`config.mk`:
```
export PLATFORM = sky130hd
export DESIGN_NAME = fetch_queue
export DESIGN_NICKNAME = d
export VERILOG_FILES = /design/src/rtl/fetch_queue.sv
export SDC_FILE = /design/constraint.sdc
export NUM_CORES = 1
export LEC_CHECK = 0
export BUFFER_PORTS_ARGS = -buffer_cell sky130_fd_sc_hd__buf_4
export CELL_PAD_IN_SITES_DETAIL_PLACEMENT = 1
export CELL_PAD_IN_SITES_GLOBAL_PLACEMENT = 2
export CORE_AREA = 4 4 98 193
export DETAILED_ROUTE_END_ITERATION = 8
export DIE_AREA = 0 0 102 197
export GPL_TIMING_DRIVEN = 0
export PLACE_DENSITY = 0.84
export SLEW_MARGIN = 20
export SYNTH_ARGS = -nofsm -noshare
export SYNTH_HDL_FRONTEND = slang
export SYNTH_SLANG_ARGS = --single-unit
export TNS_END_PERCENT = 1
```
`constraint.sdc`:
```
create_clock -name clk -period 2.7 [get_ports clk]
set_input_delay 0.405 -clock clk [delete_from_list [all_inputs] [get_ports clk]]
set_output_delay 0.405 -clock clk [all_outputs]
set_load 0.01 [all_outputs]
```
`src/rtl/fetch_queue.sv`:
```
// Instruction fetch unit with a small in-order queue.
// Issues one read per cycle under credit control; flushes on redirect.
module fetch_queue #(
  parameter int PC_W  = 9,
  parameter int INS_W = 32,
  parameter int DEPTH = 4
) (
  input  logic                       clk,
  input  logic                       reset,
  output logic                       imem_req,
  output logic [PC_W-1:0]            imem_addr,
  input  logic [INS_W-1:0]           imem_rdata,
  input  logic                       redirect,
  input  logic [PC_W-1:0]            redirect_pc,
  input  logic                       halt_req,
  input  logic                       deq_ready,
  output logic                       deq_valid,
  output logic [PC_W-1:0]            deq_pc,
  output logic [INS_W-1:0]           deq_instr,
  output logic                       halted,
  output logic [$clog2(DEPTH):0]     occupancy
);

  localparam int AW = $clog2(DEPTH);
  localparam int OW = AW + 1;
  localparam logic [OW:0] DEPTH_C = (OW+1)'(DEPTH);

  typedef enum logic {
    S_FETCH  = 1'b0,
    S_HALTED = 1'b1
  } state_t;

  state_t           r_state;
  state_t           w_state_nxt;
  logic [PC_W-1:0]  r_fetch_pc;
  logic [PC_W-1:0]  r_req_pc;
  logic             r_inflight;
  logic             r_discard;
  logic [OW-1:0]    r_occ;
  logic [AW-1:0]    r_head;
  logic [AW-1:0]    r_tail;
  logic [PC_W-1:0]  r_pc_q  [DEPTH];
  logic [INS_W-1:0] r_ins_q [DEPTH];

  logic             w_fetching;
  logic             w_redir;
  logic [OW:0]      w_used;
  logic             w_credit;
  logic             w_issue;
  logic             w_enq;
  logic             w_deq;
  logic             w_deq_valid;

  // Redirects only matter while fetching; HALTED is left by reset alone.
  assign w_fetching  = (r_state == S_FETCH);
  assign w_redir     = redirect && w_fetching;
  // Credit ignores a same-cycle dequeue so the queue can never overflow.
  assign w_used      = {1'b0, r_occ} + {{OW{1'b0}}, r_inflight};
  assign w_credit    = (w_used < DEPTH_C);
  assign w_issue     = w_fetching && !redirect && !halt_req && w_credit;
  assign w_deq_valid = (r_occ != '0);
  assign w_enq       = r_inflight && !r_discard && !w_redir;
  assign w_deq       = w_deq_valid && deq_ready && !w_redir;

  assign imem_req    = !reset && w_issue;
  assign imem_addr   = r_fetch_pc;
  assign deq_valid   = !reset && w_deq_valid;
  assign deq_pc      = r_pc_q[r_head];
  assign deq_instr   = r_ins_q[r_head];
  assign halted      = !reset && !w_fetching;
  assign occupancy   = r_occ;

  // State register for the FETCH/HALTED machine.
  always_ff @(posedge clk) begin
    if (reset) r_state <= S_FETCH;
    else       r_state <= w_state_nxt;
  end

  // Halt is taken only when no redirect competes in the same cycle.
  always_comb begin
    w_state_nxt = r_state;
    unique case (r_state)
      S_FETCH:  if (halt_req && !redirect) w_state_nxt = S_HALTED;
      S_HALTED: w_state_nxt = S_HALTED;
      default:  w_state_nxt = S_FETCH;
    endcase
  end

  // Fetch PC, outstanding-request tracking and response discard window.
  always_ff @(posedge clk) begin
    if (reset) begin
      r_fetch_pc <= '0;
      r_req_pc   <= '0;
      r_inflight <= 1'b0;
      r_discard  <= 1'b0;
    end else begin
      r_inflight <= w_issue;
      r_discard  <= w_redir;
      if (w_redir) begin
        r_fetch_pc <= redirect_pc;
      end else if (w_issue) begin
        r_req_pc   <= r_fetch_pc;
        r_fetch_pc <= r_fetch_pc + PC_W'(4);
      end
    end
  end

  // Queue pointers and occupancy; a redirect flush overrides both ends.
  always_ff @(posedge clk) begin
    if (reset) begin
      r_head <= '0;
      r_tail <= '0;
      r_occ  <= '0;
    end else if (w_redir) begin
      r_head <= '0;
      r_tail <= '0;
      r_occ  <= '0;
    end else begin
      if (w_enq) r_tail <= r_tail + AW'(1);
      if (w_deq) r_head <= r_head + AW'(1);
      unique case ({w_enq, w_deq})
        2'b10:   r_occ <= r_occ + OW'(1);
        2'b01:   r_occ <= r_occ - OW'(1);
        default: r_occ <= r_occ;
      endcase
    end
  end

  // Entry storage, written at the tail with the PC captured at issue.
  always_ff @(posedge clk) begin
    if (w_enq && !reset) begin
      r_pc_q[r_tail]  <= r_req_pc;
      r_ins_q[r_tail] <= imem_rdata;
    end
  end

endmodule

```
# Word-level counts from Yosys, hierarchy flattened
# Memories as Yosys holds them, arrays and structs flattened. A register that Yosys moved wholly into a read port is not among the register bits.
# Index checks and enable logic that the tools add are counted.
[word_totals]
reg_bits = 28
latchBits = 0
mem_bits_rw = 164
rom_bits = 0
in_bits = 46
elab_cells = 55
n_memories = 2
[op_classes]
n_addsub = 6
n_mul = 0
div_mod_pow = 0
order_cmp = 1
n_eq_ne = 2
n_shift = 0
n_mux = 11
n_bitwise = 2
reduce_logical = 23
[memory_table]
columns = ["name", "words", "width", "rd", "rd_clocked_by_memory_dff", "write_ports", "line", "rtl"]
rows = [
  ["r_ins_q", 4, 32, 1, 1, 1, "43", "logic [INS_W-1:0] r_ins_q [DEPTH];"],
  ["r_pc_q", 4, 9, 1, 1, 1, "42", "logic [PC_W-1:0] r_pc_q [DEPTH];"],
]
[op_table]
columns = ["op", "count"]
rows = [
  ["2-to-1 mux 9 bit", 2],
  ["logical AND 1 bit", 13],
  ["adder 9 x 3 -> 9 bit, second input constant", 1],
  ["2-to-1 mux 2 bit", 4],
  ["one-hot mux 3 bit (2 select lines)", 1],
  ["zero test 1 bit", 5],
  ["adder 2 x 1 -> 2 bit, second input constant", 2],
  ["adder 3 x 1 -> 4 bit", 1],
  ["less-than comparator 4 x 3 -> 1 bit, second input constant", 1],
  ["nonzero test 2 bit", 2],
  ["adder 3 x 1 -> 3 bit, second input constant", 1],
  ["2-to-1 mux 1 bit", 3],
  ["nonzero test 3 bit", 1],
  ["subtractor 3 x 1 -> 3 bit, second input constant", 1],
  ["== test 2 x 1 -> 1 bit, second input constant", 1],
  ["== test 2 bit, second input constant", 1],
  ["NOT 1 bit", 2],
  ["one-hot mux 1 bit (2 select lines)", 1],
  ["AND reduction 2 bit", 1],
  ["OR reduction 2 bit", 1],
]

# Depth between registers and ports, before layout
# Gate-level depths: netlist of the first run.
[logic_depth]
ltp_word = 7
mapped_depth = 9
ltp_nobuf = 8

# Worst setup path before layout of the first run
# OpenSTA, ideal clock, no wires.
[synth_timing]
kind = "input-to-reg"
startpoint = "input redirect"
endpoint = "register r_occ[2] (netlist: occupancy[2])"
setup_ps = 70
t_arrival_ps = 2259
setup_slack_ps = 370
stages = 9
cell_sequence = "nand2b_1 clkbuf_1 and3_1 ha_1 inv_1 fa_1 xor2_1 or3_2 a21oi_1"
[synth_between]
elab_chain_cells = 5
elab_cells_between_ends = 9
classes_between = "eq/ne: 2; mux: 1; reduce/logical: 6"
[synth_lines]
columns = ["element", "line", "rtl"]
rows = [
  ["start: declaration", "13", "input logic redirect,"],
  ["logical AND 1 bit *", "56", "assign w_redir = redirect && w_fetching;"],
  ["zero test 1 bit *", "63", "assign w_deq = w_deq_valid && deq_ready && !w_redir;"],
  ["logical AND 1 bit *", "63", ""],
  ["via w_deq", "51", "logic w_deq;"],
  ["== test 2 x 1 -> 1 bit or == test 2 bit (tied branches)", "121", "unique case ({w_enq, w_deq})"],
  ["one-hot mux 3 bit (2 select lines) or nonzero test 2 bit (tied branches)", "n/a", ""],
  ["end signal: assignment", "122", "2'b10: r_occ <= r_occ + OW'(1);"],
  ["end signal: assignment", "123", "2'b01: r_occ <= r_occ - OW'(1);"],
  ["end signal: assignment", "124", "default: r_occ <= r_occ;"],
  ["end: declaration", "39", "logic [OW-1:0] r_occ;"],
]
# The timed path passes the listed nets; every way through them passes the cells marked *.
# A chain may end at the register's enable or synchronous reset.

==> results of run 1 <==
[synthesized netlist by cell type]
cell	n	area, sq um
inv_1	5	18.8
xnor2_1	6	52.6
buf_2	5	25.0
a211oi_2	1	12.5
nor2_1	21	78.8
xor2_1	5	43.8
nand3_1	6	30.0
a21oi_1	12	60.1
nand2b_1	2	12.5
fa_1	1	20.0
mux2i_1	2	20.0
or3_2	2	15.0
nor4_1	2	12.5
clkbuf_1	7	26.3
a311oi_1	1	8.76
mux4_2	41	923
and3_1	2	12.5
nor3_1	2	10.0
dfxtp_1	30	601
and2_1	4	25.0
a211oi_1	4	30.0
o21ai_0	2	10.0
buf_1	5	18.8
edfxtp_1	164	4920
ha_1	6	75.1
nor3b_1	1	7.51
nand2_1	26	97.6
nor2b_1	3	18.8
nand4_1	1	6.26
or4_4	2	22.5
[through the flow]
stage / cell area (sq um) / total power [mW] / hold slack, ps
floorplan: 7220 / 3.42 / 460
global placement: 8240 / 3.54 / 466
detailed placement: 8290 / 3.56 / 478
CTS: 8890 / 6.05 / 154
global route: 8900 / 6.21 / 156
finish: 8900 / 5.99 / 178
[layout make-up]
class	instances	area (sq um)	share of cell area (%)
antenna	1	2.50	0.0281
buffer	17	75.1	0.844
clock buffer	19	464	5.22
clock inverter	13	136	1.53
inverter	5	18.8	0.211
multi-input combinational	155	1610	18.1
sequential	194	5530	62.1
tap	210	263	2.95
timing repair buffer	103	798	8.97
[logic make-up (layout without fill, tap and decap cells)]
family | Yosys count | after routing | synth area share [%]
adders and majority gates | 7 | 7 | 1.32
other | 0 | 1 | 0
DFF | 194 | 194 | 76.5
buffers and inverters | 22 | 157 | 1.23
and+or+nand+nor | 74 | 74 | 4.84
xor gates and xnor gates | 11 | 11 | 1.33
AOI/OAI and AO/OA | 20 | 20 | 1.68
muxes | 43 | 43 | 13.1
[worst paths after layout]
kind / slack, ps / startpoint / cells past startpoint / to
min reg2reg: 480 / imem_addr[1]$_SDFFE_PP0P_ / 2 / r_req_pc[1]$_SDFFE_PP0P_
max: 150 / flop / 4 / deq_instr[20]
max reg2reg: 180 / r_state$_SDFF_PP0_ / 9 / occupancy[2]$_SDFFE_PP0P_
min: 180 / imem_rdata[24] / 1 / r_ins_q[3][24]$_DFFE_PP_
[critical path, stage by stage (launching register included)]
cell     delay (ps)
dfxtp_1         310
buf_1           260
buf_1           570
mux4_2          420
buf_4           170
[report_power, final]
group          switching [mW]  internal [mW]  leakage [nW]  total [mW]
clock network            1.12           1.39         0.302        2.50
registers              0.0259           3.26          1.70        3.29
logic                   0.100         0.0988         0.981       0.199
total                    1.24           4.75          2.99        5.99
[sequential cells by signal, summed over array words and instances, names as in the netlist, named ones only]
name        count
r_ins_q       128
r_pc_q         36
r_head          2
r_tail          2
occupancy       3
r_state         1
imem_addr       9
r_req_pc        9
r_inflight      1
r_discard       1
[repair_timing]
action | 4_1_cts | 5_1_grt
endpoints found under the setup margin | 1 | 1
endpoints found under the hold margin | 0 | 0
gates resized for setup | 1 | 2
gates cloned | 0 | 0
[metal layers]
metal / vias to the layer above / global-route usage [%] / wire, microns / share of wire [%]
li1: 1703 / - / - / -
met1: 1890 / 16.0 / 5240 / 36
met2: 95 / 29.0 / 8590 / 58
met3: 22 / 3.40 / 570 / 3.9
met4: 0 / 6.23 / 335 / 2.3
met5: - / 0 / 0 / 0
==> summary.txt, run 1 <==
STA
  – Count of final max-slew check failures: 0
  – Max-slew headroom: 55.0%
  – Worst-margin pin slew: 675 ps
  – Final period util: 94.5%
  – Layout Skew: 15.5 ps
  – RSZ-0062 raised after global routing: no
  – Fin. Hold Viols: 0
  – Fin crit period: 2550 ps
  – Final setup margin: 148 ps
  – Fmax: 392 MHz
  – Setup_tns: 0 ps
  – Final setup viols: 0

Global routing
  – Global-route wire length before repair: 22800 microns
  – Largest net degree at the start of global routing: 42
  – Vias in the first global route: 4118
  – Initial antenna violation count: 1
  – Overall Global Routing Usage: 15.4%
  – GRT overflow: 0

Floorplan
  – DIE WIDTH: 102 microns
  – Initial Utilization: 41.6%
  – Die Footprint: 20100 sq um
  – Row count: 68
  – I/O pins: 102
  – Core area: 17400 sq um
  – Die height: 197 microns

Cells and area
  – Share of cells above drive strength 1: 37.9%
  – Final net count: 546
  – Most common cell after layout, fill and taps aside: edfxtp_1
  – Fillers: 1668
  – Area grow syn2layout: 23.2%
  – Post-Layout Cell Count: 717
  – Final core occ: 51.3%
  – Most frequent cells in the layout: edfxtp_1 (164), buf_4 (101), mux4_2 (41), dfxtp_1 (30), nand2_1 (26)

Synthesis
  – Sequential element share of the synthesized area: 76.5%
  – Synth Area per Inst: 19.5 sq um
  – Net Count, Synth: 424
  – Number of synthesized register bits: 194
  – Ys Warns: 0
  – Mapped Cells: 371
  – Syn Std Cell Area: 7220 sq um
  – Synth cell types: 30

Critical path
  – Worst setup EP type: output pin
  – CP arrival: 2150 ps
  – Worst EP required: 2300 ps
  – Critical Path Start Type: flop
  – WS Path Type: reg -> out
  – CP max FO: 10

Clocking
  – H-tree levels: 4
  – CTS tree: yes
  – Worst skew pair latency: 430 ps
  – Clock tree buffer depth: 2
  – Postcts setup bufs: 0
  – Post-CTS Hold Fix Bufs: 0
  – Clk Tree Root Cell: clkbuf_16
  – Clk sink count: 194
  – Num CTS Buffers: 17
  – Worst-path clk slew: 70 ps

Drt
  – WL per Instance: 20.6 microns
  – Final ANT Viol Nets: 0
  – Starting DRT DRC Count: 153
  – DRT Pass-1 Iters: 4
  – Via count: 3710
  – DR vias/cell: 5.17
  – DRC viols: 0
  – Routed wire length: 14700 microns

Power
  – Pwr/cell area: 673 nW/um^2
  – Worst vdd ir: 0.000391 V
  – Cell leakage power: 2.99 nW

Hold path
  – Worst hold-check path type: in -> reg

Placed design
  – GP Congestion: 0.764
  – Inst Count DP: 684
  – Port Buffers: 101
  – HPWL after DPL: 10200 microns
  – Worst slack, placed: -183 ps

Status
  – Status: complete, no violations

Run
  – Max_cap viols: 0
Power figures use the tool's default switching activity.
==> inputs of run 2 (changes only) <==
--- a/config.mk
+++ b/config.mk
@@ -13,6 +13,7 @@
 export DIE_AREA = 0 0 102 197
 export GPL_TIMING_DRIVEN = 0
 export PLACE_DENSITY = 0.84
+export SETUP_SLACK_MARGIN = 0.02
 export SLEW_MARGIN = 20
 export SYNTH_ARGS = -nofsm -noshare
 export SYNTH_HDL_FRONTEND = slang
==> constraint.sdc (replaced) <==
create_clock -name clk -period 2.7 [get_ports clk]
set_input_delay 0.27 -clock clk [delete_from_list [all_inputs] [get_ports clk]]
set_output_delay 0.27 -clock clk [all_outputs]
set_load 0.01 [all_outputs]
==> run 2 against run 1 <==
Effect of this change:
- hold slack got worse by 140 ps
- routed wire length up 0.14%
- combinational power barely moved
- sequential share of layout area about the same
- critical path depth is 5 higher
- first-iteration DRC count unchanged
- count of clock-buffer cells in the layout did not move
- flip-flop and latch count is the same
- critical endpoint is now occupancy[2]$_SDFFE_PP0P_
- largest power group unchanged
- highest routed layer unchanged
==> summary.txt, run 2 (synthesis results as in run 1) <==
Placed design
  – Port Buffers: 101 (unchanged)
  – Worst slack, placed: -86.1 ps (+97.2 ps)
  – DP Area: 8290 sq um (unchanged)
  – GP Congestion: 0.764 (unchanged)
  – HPWL after DPL: 10200 microns (unchanged)

Cells and area
  – Biggest register: r_ins_q
  – Fin area: 8890 sq um (about the same)
  – Max reg flops: 128 (unchanged)
  – Area grow syn2layout: 23.2% (about the same)
  – Final net count: 546 (unchanged)
  – Most frequent cells in the layout: edfxtp_1 (164), buf_4 (101), mux4_2 (41), dfxtp_1 (30), nand2_1 (26)
  – Fillers: 1670 (+0.12%)
  – Regs by FF count: r_ins_q (128), r_pc_q (36)
  – Share of cells above drive strength 1: 37.7% (-0.20 points)
  – Most common cell after layout, fill and taps aside: edfxtp_1

Clocking
  – Clk sink count: 194 (unchanged)
  – Postcts setup bufs: 0 (unchanged)
  – H-tree levels: 4 (unchanged)
  – CTS tree: yes
  – Worst skew pair latency: 430 ps (about the same)
  – Clock tree buffer depth: 2 (unchanged)
  – Worst-path clk slew: 80 ps (about the same)
  – Num CTS Buffers: 17 (unchanged)
  – Clk Tree Root Cell: clkbuf_16

STA
  – Hold_ws: 42.8 ps (-135 ps)
  – Final period util: 93.6% (-0.91 points)
  – Worst-margin pin slew: 680 ps (+4.33 ps)
  – Final setup margin: 173 ps (+24.5 ps)
  – Fmax: 396 MHz (+0.97%)
  – Count of final max-slew check failures: 0 (unchanged)
  – Fin. Hold Viols: 0 (unchanged)
  – Max-slew headroom: 54.7% (-0.29 points)
  – Setup_tns: 0 ps (unchanged)
  – RSZ-0062 raised after global routing: no
  – Final setup viols: 0 (unchanged)
  – Fin crit period: 2530 ps (-24.5 ps)
  – Layout Skew: 16.6 ps (+1.16 ps)

Critical path
  – CP max FO: 10 (unchanged)
  – Worst setup EP type: flop
  – Critical Path Start Type: flop
  – Critical R2R Launch: r_state$_SDFF_PP0_
  – Worst Path Buf+Inv: 2 (-1)
  – Worst setup path start: r_state$_SDFF_PP0_
  – WS Path Type: reg -> reg
  – Slowest cell delay on critical path: 420 ps (-150 ps)
  – Crit path max-delay family: simple AND/OR/NAND/NOR gates
  – Crit path cell chain: nand2b_1 > clkbuf_2 > and3_1 > ha_1 > inv_1 > fa_1 > xor2_1 > or3_2 > a21oi_1
  – Worst EP required: 3050 ps (+750 ps)
  – Slowest cell on crit path: or3_2
  – CP arrival: 2880 ps (+730 ps)

Drt
  – Starting DRT DRC Count: 153 (unchanged)
  – WL per Instance: 20.6 microns (+0.14%)
  – Routed wire length: 14800 microns (+0.14%)
  – DRT Pass-1 Iters: 4 (unchanged)
  – DR vias/cell: 5.17 (-0.16%)
  – DRC viols: 0 (unchanged)
  – Via count: 3704 (-0.16%)
  – Final ANT Viol Nets: 0 (unchanged)

Power
  – Seq pwr share: 54.9% (about the same)
  – Clock power share: 41.8% (about the same)
  – Worst vdd ir: 0.000391 V (about the same)
  – Pwr/cell area: 674 nW/um^2 (about the same)
  – Internal: 4.75 mW (about the same)
  – Switching Fraction: 20.8% (+0.037 points)
  – Cell leakage power: 2.98 nW (about the same)
  – Total power: 5.99 mW (about the same)
  – Net load switching power: 1.24 mW (+0.23%)
  – Comb pwr share: 3.3% (about the same)

Floorplan
  – Die Footprint: 20100 sq um (unchanged)
  – Die height: 197 microns (unchanged)
  – DIE WIDTH: 102 microns (unchanged)
  – Core area: 17400 sq um (unchanged)
  – Initial Utilization: 41.6% (unchanged)
  – I/O pins: 102 (unchanged)
  – Row count: 68 (unchanged)

Hold path
  – Worst hold-check path type: in -> reg
  – Hold Startpoint: imem_rdata[24]

Global routing
  – Overall Global Routing Usage: 15.4% (unchanged)
  – Global-route wire length before repair: 22800 microns (unchanged)
  – Largest net degree at the start of global routing: 42 (unchanged)
  – Vias in the first global route: 4118 (unchanged)
  – Initial antenna violation count: 1 (unchanged)
  – GRT overflow: 0 (unchanged)

Run
  – Max_cap viols: 0 (unchanged)

Status
  – Status: complete, no violations
-- run 2: cell types whose count changed in the layout (fill, tap and decap cells not counted) --
cell      delta
buf_1        +1
clkbuf_2     -1
buf_2        +1
clkbuf_4     -1
-- run 2: timing repair --
action	4_1_cts	5_1_grt
endpoints found under the setup margin	1	0
hold buffers	0	0
gates resized for setup	1	0
-- run 2: final cells by class --
class	instances	area, sq um	area share, %
Timing Repair Buffer	103	798	8.98
Sequential cell	194	5530	62.1
Multi-Input combinational cell	155	1610	18.1
Clock buffer	19	464	5.22
Antenna cell	1	2.50	0.0281
Clock inverter	13	136	1.53
Inverter	5	18.8	0.211
Buffer	17	71.3	0.802
Tap cell	210	263	2.95
-- run 2: power groups by stage --
stage | Combinational, mW | Clock [mW] | Sequential (mW)
2_1_floorplan | 0.0716 | 0 | 3.35
3_3_place_gp | 0.191 | 0 | 3.35
3_5_place_dp | 0.202 | 0 | 3.35
4_1_cts | 0.203 | 2.56 | 3.29
5_1_grt | 0.219 | 2.70 | 3.29
6_report | 0.199 | 2.50 | 3.29
-- run 2: final timing paths --
check | slack (ps) | to | cells past startpoint
worst min-delay path | 40 | r_ins_q[3][24]$_DFFE_PP_ | 1
worst max register to register | 170 | occupancy[2]$_SDFFE_PP0P_ | 9
worst max-delay path | 170 | occupancy[2]$_SDFFE_PP0P_ | 9
worst min register to register | 480 | r_req_pc[1]$_SDFFE_PP0P_ | 2
-- run 2: routing by layer --
layer / vias up / global-route usage, % / share of wire (%)
met5: - / 0 / 0
met2: 94 / 29.0 / 58
met4: 0 / 6.23 / 2.3
li1: 1704 / - / -
met1: 1884 / 16.0 / 36
met3: 22 / 3.40 / 3.9
-- run 2: metrics by stage --
step           std cells  utilization (%)
4_1_cts              716             51.2
2_1_floorplan        371                -
5_1_grt              717             51.2
3_3_place_gp         682             47.5
3_5_place_dp         684             47.8
6_report             717             51.2
